$ cat config.mk
export PLATFORM = sky130hd
export DESIGN_NAME = alu_arbiter
export DESIGN_NICKNAME = d
export VERILOG_FILES = /design/src/rtl/alu_pkg.sv /design/src/rtl/alu.sv /design/src/rtl/alu_arbiter_rr_grant.sv /design/src/rtl/alu_arbiter.sv
export SDC_FILE = /design/constraint.sdc
export NUM_CORES = 1
export LEC_CHECK = 0
export ABC_AREA = 1
export BUFFER_PORTS_ARGS = -buffer_cell sky130_fd_sc_hd__buf_2
export CORE_ASPECT_RATIO = 1.4
export CORE_UTILIZATION = 31
export CTS_CLUSTER_DIAMETER = 100
export DETAILED_ROUTE_END_ITERATION = 7
export GPL_ROUTABILITY_DRIVEN = 1
export PLACE_DENSITY_LB_ADDON = 0.1
export REMOVE_ABC_BUFFERS = 1
export SLEW_MARGIN = 5
export SYNTH_ARGS = -nofsm -noshare
export SYNTH_HDL_FRONTEND = slang
export SYNTH_SLANG_ARGS = --single-unit
$ cat constraint.sdc
create_clock -name clk -period 3.95 [get_ports clk]
set_input_delay 0.79 -clock clk [delete_from_list [all_inputs] [get_ports clk]]
set_output_delay 0.79 -clock clk [all_outputs]
set_load 0.005 [all_outputs]
$ cat src/rtl/alu_pkg.sv
// Shared types and constants for the ALU and the requester arbiter around it.
package alu_pkg;

    localparam int ALU_FUNCT_W = 3;
    localparam int NUM_FLAGS   = 6;

    // ALU function codes; all eight encodings are meaningful.
    typedef enum logic [ALU_FUNCT_W-1:0] {
        SUM         = 3'd0,
        SHIFT_LEFT  = 3'd1,
        SUB         = 3'd2,
        LOAD        = 3'd3,
        XOR         = 3'd4,
        SHIFT_RIGHT = 3'd5,
        NOT         = 3'd6,
        AND         = 3'd7
    } alu_op_e;

    // Bit positions inside the 6-bit flag vector.
    localparam int FLAG_OVF  = 5;
    localparam int FLAG_NEG  = 4;
    localparam int FLAG_ZERO = 3;
    localparam int FLAG_EQ   = 2;
    localparam int FLAG_GT   = 1;
    localparam int FLAG_LT   = 0;

    typedef enum logic [1:0] {
        IDLE = 2'd0,
        EXEC = 2'd1,
        RESP = 2'd2
    } arb_state_e;

endpackage

$ cat src/rtl/alu.sv
// Combinational ALU. Comparison flags treat a and b as signed values;
// overflow is the signed overflow of SUM/SUB and 0 for every other op.
module alu
    import alu_pkg::*;
#(
    parameter int WIDTH = 64
) (
    input  alu_op_e                i_op,
    input  logic [WIDTH-1:0]       i_a,
    input  logic [WIDTH-1:0]       i_b,
    output logic [WIDTH-1:0]       o_result,
    output logic [NUM_FLAGS-1:0]   o_flags
);

    localparam int SHW = $clog2(WIDTH);

    logic [SHW-1:0] w_shamt;
    logic           w_ovf;

    assign w_shamt = i_b[SHW-1:0];

    // Result and signed overflow for the selected function.
    always_comb begin
        o_result = '0;
        w_ovf    = 1'b0;
        case (i_op)
            SUM: begin
                o_result = i_a + i_b;
                w_ovf    = (i_a[WIDTH-1] == i_b[WIDTH-1]) && (o_result[WIDTH-1] != i_a[WIDTH-1]);
            end
            SHIFT_LEFT:  o_result = i_a << w_shamt;
            SUB: begin
                o_result = i_a - i_b;
                w_ovf    = (i_a[WIDTH-1] != i_b[WIDTH-1]) && (o_result[WIDTH-1] != i_a[WIDTH-1]);
            end
            LOAD:        o_result = i_b;
            XOR:         o_result = i_a ^ i_b;
            SHIFT_RIGHT: o_result = i_a >> w_shamt;
            NOT:         o_result = ~i_a;
            AND:         o_result = i_a & i_b;
            default:     o_result = '0;
        endcase
    end

    // Status flags derived from the result and a signed operand compare.
    always_comb begin
        o_flags            = '0;
        o_flags[FLAG_OVF]  = w_ovf;
        o_flags[FLAG_NEG]  = o_result[WIDTH-1];
        o_flags[FLAG_ZERO] = (o_result == '0);
        o_flags[FLAG_EQ]   = (i_a == i_b);
        o_flags[FLAG_GT]   = ($signed(i_a) > $signed(i_b));
        o_flags[FLAG_LT]   = ($signed(i_a) < $signed(i_b));
    end

endmodule

$ cat src/rtl/alu_arbiter_rr_grant.sv
// Round-robin pick: first asserted valid at or after the pointer,
// wrapping modulo NUM_REQ.
module rr_grant #(
    parameter  int NUM_REQ = 2,
    localparam int PTR_W   = (NUM_REQ > 1) ? $clog2(NUM_REQ) : 1
) (
    input  logic [NUM_REQ-1:0] i_valid,
    input  logic [PTR_W-1:0]   i_ptr,
    output logic [NUM_REQ-1:0] o_grant,
    output logic [PTR_W-1:0]   o_idx,
    output logic               o_any
);

    // Scan from farthest to nearest so the candidate closest to the pointer wins.
    always_comb begin
        logic [PTR_W-1:0] v_cand;
        o_grant = '0;
        o_idx   = '0;
        o_any   = 1'b0;
        v_cand  = '0;
        for (int k = NUM_REQ - 1; k >= 0; k--) begin
            v_cand = PTR_W'((32'(i_ptr) + 32'(k)) % NUM_REQ);
            if (i_valid[v_cand]) begin
                o_idx = v_cand;
                o_any = 1'b1;
            end
        end
        if (o_any) begin
            o_grant[o_idx] = 1'b1;
        end
    end

endmodule

$ cat src/rtl/alu_arbiter.sv
// Shares one ALU between NUM_REQ requesters with round-robin grants and a
// single operation in flight.
//
// state | meaning
// IDLE  | nothing in flight, any granted request is accepted
// EXEC  | operands registered, ALU evaluating this cycle
// RESP  | result held for the owner; drain may overlap with the next accept
module alu_arbiter
    import alu_pkg::*;
#(
    parameter int NUM_REQ = 2,
    parameter int WIDTH   = 64,
    parameter int FUNCT_W = 3
) (
    input  logic                       clk,
    input  logic                       reset_n,
    input  logic [NUM_REQ-1:0]         req_valid,
    output logic [NUM_REQ-1:0]         req_ready,
    input  logic [NUM_REQ*FUNCT_W-1:0] req_funct,
    input  logic [NUM_REQ*WIDTH-1:0]   req_a,
    input  logic [NUM_REQ*WIDTH-1:0]   req_b,
    output logic [NUM_REQ-1:0]         rsp_valid,
    input  logic [NUM_REQ-1:0]         rsp_ready,
    output logic [WIDTH-1:0]           rsp_result,
    output logic [NUM_FLAGS-1:0]       rsp_flags,
    output logic                       busy
);

    localparam int               PTR_W    = (NUM_REQ > 1) ? $clog2(NUM_REQ) : 1;
    localparam logic [PTR_W-1:0] LAST_IDX = PTR_W'(NUM_REQ - 1);

    arb_state_e           r_state;
    logic [PTR_W-1:0]     r_ptr;
    logic [PTR_W-1:0]     r_owner;
    logic [FUNCT_W-1:0]   r_funct;
    logic [WIDTH-1:0]     r_a;
    logic [WIDTH-1:0]     r_b;
    logic [WIDTH-1:0]     r_result;
    logic [NUM_FLAGS-1:0] r_flags;
    logic [NUM_REQ-1:0]   r_rsp_valid;
    logic                 r_busy;

    logic [NUM_REQ-1:0]   w_grant;
    logic [PTR_W-1:0]     w_grant_idx;
    logic                 w_grant_any;
    logic                 w_drain;
    logic                 w_can_accept;
    logic                 w_accept;
    logic [WIDTH-1:0]     w_alu_result;
    logic [NUM_FLAGS-1:0] w_alu_flags;

    rr_grant #(
        .NUM_REQ (NUM_REQ)
    ) u_rr_grant (
        .i_valid (req_valid),
        .i_ptr   (r_ptr),
        .o_grant (w_grant),
        .o_idx   (w_grant_idx),
        .o_any   (w_grant_any)
    );

    alu #(
        .WIDTH (WIDTH)
    ) u_alu (
        .i_op     (alu_op_e'(r_funct[ALU_FUNCT_W-1:0])),
        .i_a      (r_a),
        .i_b      (r_b),
        .o_result (w_alu_result),
        .o_flags  (w_alu_flags)
    );

    // Only the owner's rsp_ready can retire the held response.
    assign w_drain      = (r_state == RESP) && rsp_ready[r_owner];
    assign w_can_accept = (r_state == IDLE) || w_drain;
    assign w_accept     = w_can_accept && w_grant_any;
    assign req_ready    = w_can_accept ? w_grant : '0;

    assign rsp_valid  = r_rsp_valid;
    assign rsp_result = r_result;
    assign rsp_flags  = r_flags;
    assign busy       = r_busy;

    // Sequencer: accept -> execute -> hold response until the owner drains it.
    always_ff @(posedge clk or negedge reset_n) begin
        if (!reset_n) begin
            r_state     <= IDLE;
            r_ptr       <= '0;
            r_owner     <= '0;
            r_funct     <= '0;
            r_a         <= '0;
            r_b         <= '0;
            r_result    <= '0;
            r_flags     <= '0;
            r_rsp_valid <= '0;
            r_busy      <= 1'b0;
        end else begin
            case (r_state)
                IDLE, RESP: begin
                    if (w_accept) begin
                        r_funct     <= req_funct[w_grant_idx*FUNCT_W +: FUNCT_W];
                        r_a         <= req_a[w_grant_idx*WIDTH +: WIDTH];
                        r_b         <= req_b[w_grant_idx*WIDTH +: WIDTH];
                        r_owner     <= w_grant_idx;
                        r_ptr       <= (w_grant_idx == LAST_IDX) ? '0 : w_grant_idx + 1'b1;
                        r_state     <= EXEC;
                        r_busy      <= 1'b1;
                        r_rsp_valid <= '0;
                    end else if (w_drain) begin
                        r_state     <= IDLE;
                        r_busy      <= 1'b0;
                        r_rsp_valid <= '0;
                    end
                end
                EXEC: begin
                    r_result    <= w_alu_result;
                    r_flags     <= w_alu_flags;
                    r_rsp_valid <= NUM_REQ'(1) << r_owner;
                    r_state     <= RESP;
                end
                default: begin
                    r_state     <= IDLE;
                    r_busy      <= 1'b0;
                    r_rsp_valid <= '0;
                end
            endcase
        end
    end

endmodule

# After elaboration in Yosys (flattened, before gate mapping)
# Cells that the tools add are included.
# totals
output_inout_bits,75
inputBits,268
ff_bits,208
elab_cells,84
# op_classes
muxes,25
add_sub_neg,4
n_reduce_logical,12
bitwise,4
n_lt_le_gt_ge,7
eq_ne,15
mul,1
shifts,6
# op_table
op,n
$pmux 64 s8,1
$shiftx 128x8->64,2
$add 64x64->64,1
$and 64x64->64,1
$eq 64x64->1,1
$gt 64x64->1,1
$logic_not 64->1,1
$lt 64x64->1,1
$not 64->64,1
$shl 64x6->64,1
$shr 64x6->64,1
$sub 64x64->64,1
$xor 64x64->64,1
$mux 1,14
$eq 3x3->1 const B,4
$mux 2,5
$lt 1x2->1 const B,4
$pmux 2 s2,2
$eq 3x2->1 const B,2
$shiftx 6x4->3,1
$logic_and 1x1->1,5
$pmux 1 s2,2
$reduce_and 2->1,2
$eq 3x1->1 const B,1
other kinds (15),18

# Depth between registers and ports, before layout
# logic_depth
word_depth,11
depth_mapped,29
ltp_nobuf,25

# Modules after synthesis
# From an unflattened synthesis, not the netlist that was laid out.
# unflattened
hier_cells,6251
area_unflattened_um2,32250.9
# modules_own_cells
module,cells_per_inst,area_per_inst_um2,seq_area_each_um2,n_inst
alu,4934,22733.1,0.0,1
alu_arbiter,1310,9487.8,5205.0,1
rr_grant,7,30.0,0.0,1

# Worst setup path after synthesis
# OpenSTA, ideal clock, no wires.
# synth_path
path_kind,reg2reg
startpoint,register r_b[3]
endpoint,"register r_flags[3], in the netlist rsp_flags[3]"
n_path_buf,4
path_slack_ns,0.790
synth_period_minus_slack_ns,3.160
t_arrival_ns,3.094
path_stages_with_launch,26
required_time_ns,3.884
setup_time_ns,0.066
path_cell_list,dfrtp_1 > buf_2 > inv_2 > clkbuf_1 > clkbuf_1 > ha_1 > buf_2 > nor2_1 > nand3_1 > nand2_1 > nand2_1 > nand2_1 > nand2_1 > nand2_1 > nand2_1 > nand2_1 > nand3_1 > nand2_1 > nand2_1 > nand3_1 > nand3_1 > nor2_1 > nand3_1 > nor2_1 > nand2_1 > nand2_1
# synth_via
elab_chain_len,3
word_cells_on_any_way,8
cone_classes,add/sub (2); shift (2); mux (1); bitwise (2); reduce/logical (1)
# synth_rtl
element,line_no,text
from (decl),alu_arbiter.sv:37,logic [WIDTH-1:0] r_b;
from (signal assigned),alu_arbiter.sv:102,r_b <= req_b[w_grant_idx*WIDTH +: WIDTH];
"$sub 64x64->64, or another cell as far along",alu.sv:33,o_result = i_a - i_b;
$pmux 64 s8 (*),alu.sv:26,case (i_op)
$logic_not 64->1 (*),alu.sv:50,o_flags[FLAG_ZERO] = (o_result == '0);
to (signal assigned),alu_arbiter.sv:116,r_flags <= w_alu_flags;
to (decl),alu_arbiter.sv:39,logic [NUM_FLAGS-1:0] r_flags;
# Mark *: on every way between the ends. The rest lies on a longest branch, timed or not.
# A chain may end at the register's enable or synchronous reset.

# Final worst setup path
# layout_path
startpoint,register r_b[1]
endpoint,"register r_flags[3], in the netlist rsp_flags[3]"
# The elaborated chain is that of the path after synthesis.

==> metrics.txt <==
outcome=finished clean; synth warn=0; Setup CP Type=register to register; post-CTS setup buffers=0; slack of the worst reg-to-reg path=around 0.0079 ns; Clock Latency Late Sink=around 0.64 ns; Final min period=between 3 and 4 ns; most frequent cells in the layout=nand2_1, nand3_1, inv_1; ys flop type=dfrtp_1; max-cap violation count=0; asr flop ratio synth=100%; final instance area=between 30000 and 40000 um2; final hold violation count=0; RePlAce Congestion=around 1.1; CP endpoint kind=register; FP Rows=approximately 130; vias in the first global route=between 30000 and 40000; share of cells above drive strength 1=14.4%; mapped cell area=29800 um2; IO Count=between 300 and 400; Hold WS=0.159 ns; first drt pass iteration count=6; Initial Util=a little under a third; Mapped Avg Cell Area=5.34 um2; sequential share of the synthesized area=between 15 and 20%; Reg clk slew, reported paths=around 0.06 ns; Starting DRT DRC Count=~4500; area grow syn2layout=23.1%; Core Region=approximately 95000 um2; Via-to-Cell Ratio=around 5.6; Slew Viols, Final=0; DIE WIDTH=264 um; Die Outline Area=around 100000 um2; WP data required=between 4 and 5 ns; post-synth top area share=between 20% and 30%; clock root buffer=clkbuf_16; CP max FO=51; cell count after synthesis=approximately 5600; Total Routed Length=about 210000 um; Clock Skew=about 0.026 ns; Filler Cells Inserted=around 11000; CTS Buf Count=27; Clock Sinks=approximately 210; input/output buffers=roughly 340; Worst slew margin=a little over a third; nets@finish=6514; DRC=0; initial antenna violation count=4; Tcrit/Tclk final=between 90% and 100%; Routed Antenna Nets=0; fmax=between 0.2 and 0.3 GHz; Cell variety after synth=47; gr ovfl total=0; H-tree depth=1; commonest non-fill, non-tap cell in the layout=nand2_1; cell accounting for the most synthesized area=nand2_1; first-pass GRT wire length=between 200000 and 300000 um; Total GRT Usage=between 40% and 50%; Area contributors post-synth=nand2_1, nand3_1, dfrtp_1; Post-DP Area=between 30000 and 40000 um2; Seq cells post-synth=a little over 200; actual slew at the worst max-slew pin=0.974 ns; EDFF count, synth=0; Worst Hold Class=primary input to async pin; via total after detailed routing=41100; CTS tree=done; RSZ-0062 raised after global routing=false; Max Root-Sink Buffers=3; DR WL/cell=around 29 um; DP HPWL=~180000 um; Worst Path Arrival=4.52 ns; final setup fails=0; largest net degree at the start of global routing=129; Critical Path Start Type=register; Die Ht=approximately 370 um
## metrics by stage
| step | utilization, % | worst slack [ns] | TNS [ns] | std cells |
|---|---|---|---|---|
| floorplan | - | -5.52 | -848.06 | 5290 |
| global placement | 37.3 | -0.0976 | -0.0976 | 7309 |
| detailed placement | 37.3 | -0.118 | -0.118 | 7309 |
| CTS | 38.4 | 0.0360 | 0 | 7358 |
| global route | 38.5 | 0.00221 | 0 | 7358 |
| finish | 38.5 | 0.00787 | 0 | 7359 |
## cells in the mapped netlist (15+ instances only)
library cell and number:
inv_1 624, o21ai_1 17, nand3_1 1050, nand2_1 2083, o2111ai_1 15, clkbuf_1 125, o21bai_1 19, buf_1 44
buf_2 96, o21ai_0 127, nor3_1 49, nand4_1 66, o22ai_1 56, a221oi_1 19, and2_1 20, ha_1 130
nor2_1 416, dfrtp_1 207, a21oi_1 225, o211ai_1 81
## worst max-delay path: stages, from the launching register on
cell      delay, ns
dfrtp_4        0.55
clkinv_2       0.10
buf_12         0.24
buf_4          0.27
nand3_1        0.12
nand3_1        0.10
nand2_1        0.15
inv_1          0.11
o21ai_1        0.12
o21ai_1        0.40
nor2_1         0.13
nor3b_1        0.74
nand2_1        0.11
nor2_1         0.14
buf_4          0.14
nand3_1        0.11
nor2_1         0.18
nand2_1        0.07
nand2_1        0.06
## flip-flops by register name, indices dropped and copies added, names as in the netlist
signal,cells
rsp_flags,6
r_funct,3
rsp_valid,2
r_ptr,1
r_b,64
rsp_result,63
r_owner,1
r_state,2
r_a,64
busy,1
## what timing repair did
item                                    CTS  global route
hold buffers                              0             0
cloned                                    0             0
endpoints found under the setup margin    1             1
gates resized for setup                   3            11
## final cells by class
type / count / area, um2 / area share (%)
Antenna cell: 1 / 2.50 / 0.00683
Clock buffer: 35 / 756 / 2.06
Clock inverter: 14 / 283 / 0.772
Inverter: 635 / 2390 / 6.54
Multi-Input combinational cell: 4448 / 21000 / 57.3
Sequential cell: 207 / 5200 / 14.2
Tap cell: 1224 / 1530 / 4.18
Timing Repair Buffer: 795 / 5480 / 15.0
## path summary, 6_finish.rpt
path                                 from        endpoint  cells past startpoint
max                                r_b[1]    rsp_flags[3]                     18
min                               reset_n   rsp_result[5]                      1
max reg2reg                        r_b[1]    rsp_flags[3]                     18
min reg2reg                rsp_result[17]  rsp_result[17]                      2
max in group asynchronous         reset_n         r_b[36]                      2
min in group clk                req_a[61]         r_a[61]                      3
## routing by layer
metal  global-route usage (%)  vias up  part of all wire [%]
met3                     5.06      634                   6.0
li1                         -    19200                     -
met5                        0        -                0.0060
met4                     45.0        2                    12
met1                     46.6    19200                    36
met2                     70.9     2010                    46
## kinds of logic after synthesis
family	share of synthesized area, %
buffers and inverters	12.4
DFF	17.4
muxes	0.0336
AOI/OAI and AO/OA	11.7
adders and majority gates	5.60
and+or+nand+nor	52.5
xor gates and xnor gates	0.383
Power is left out: the tool's default activity adds up to more than one toggle a clock period on the data nets, which glitch-free logic cannot reach.
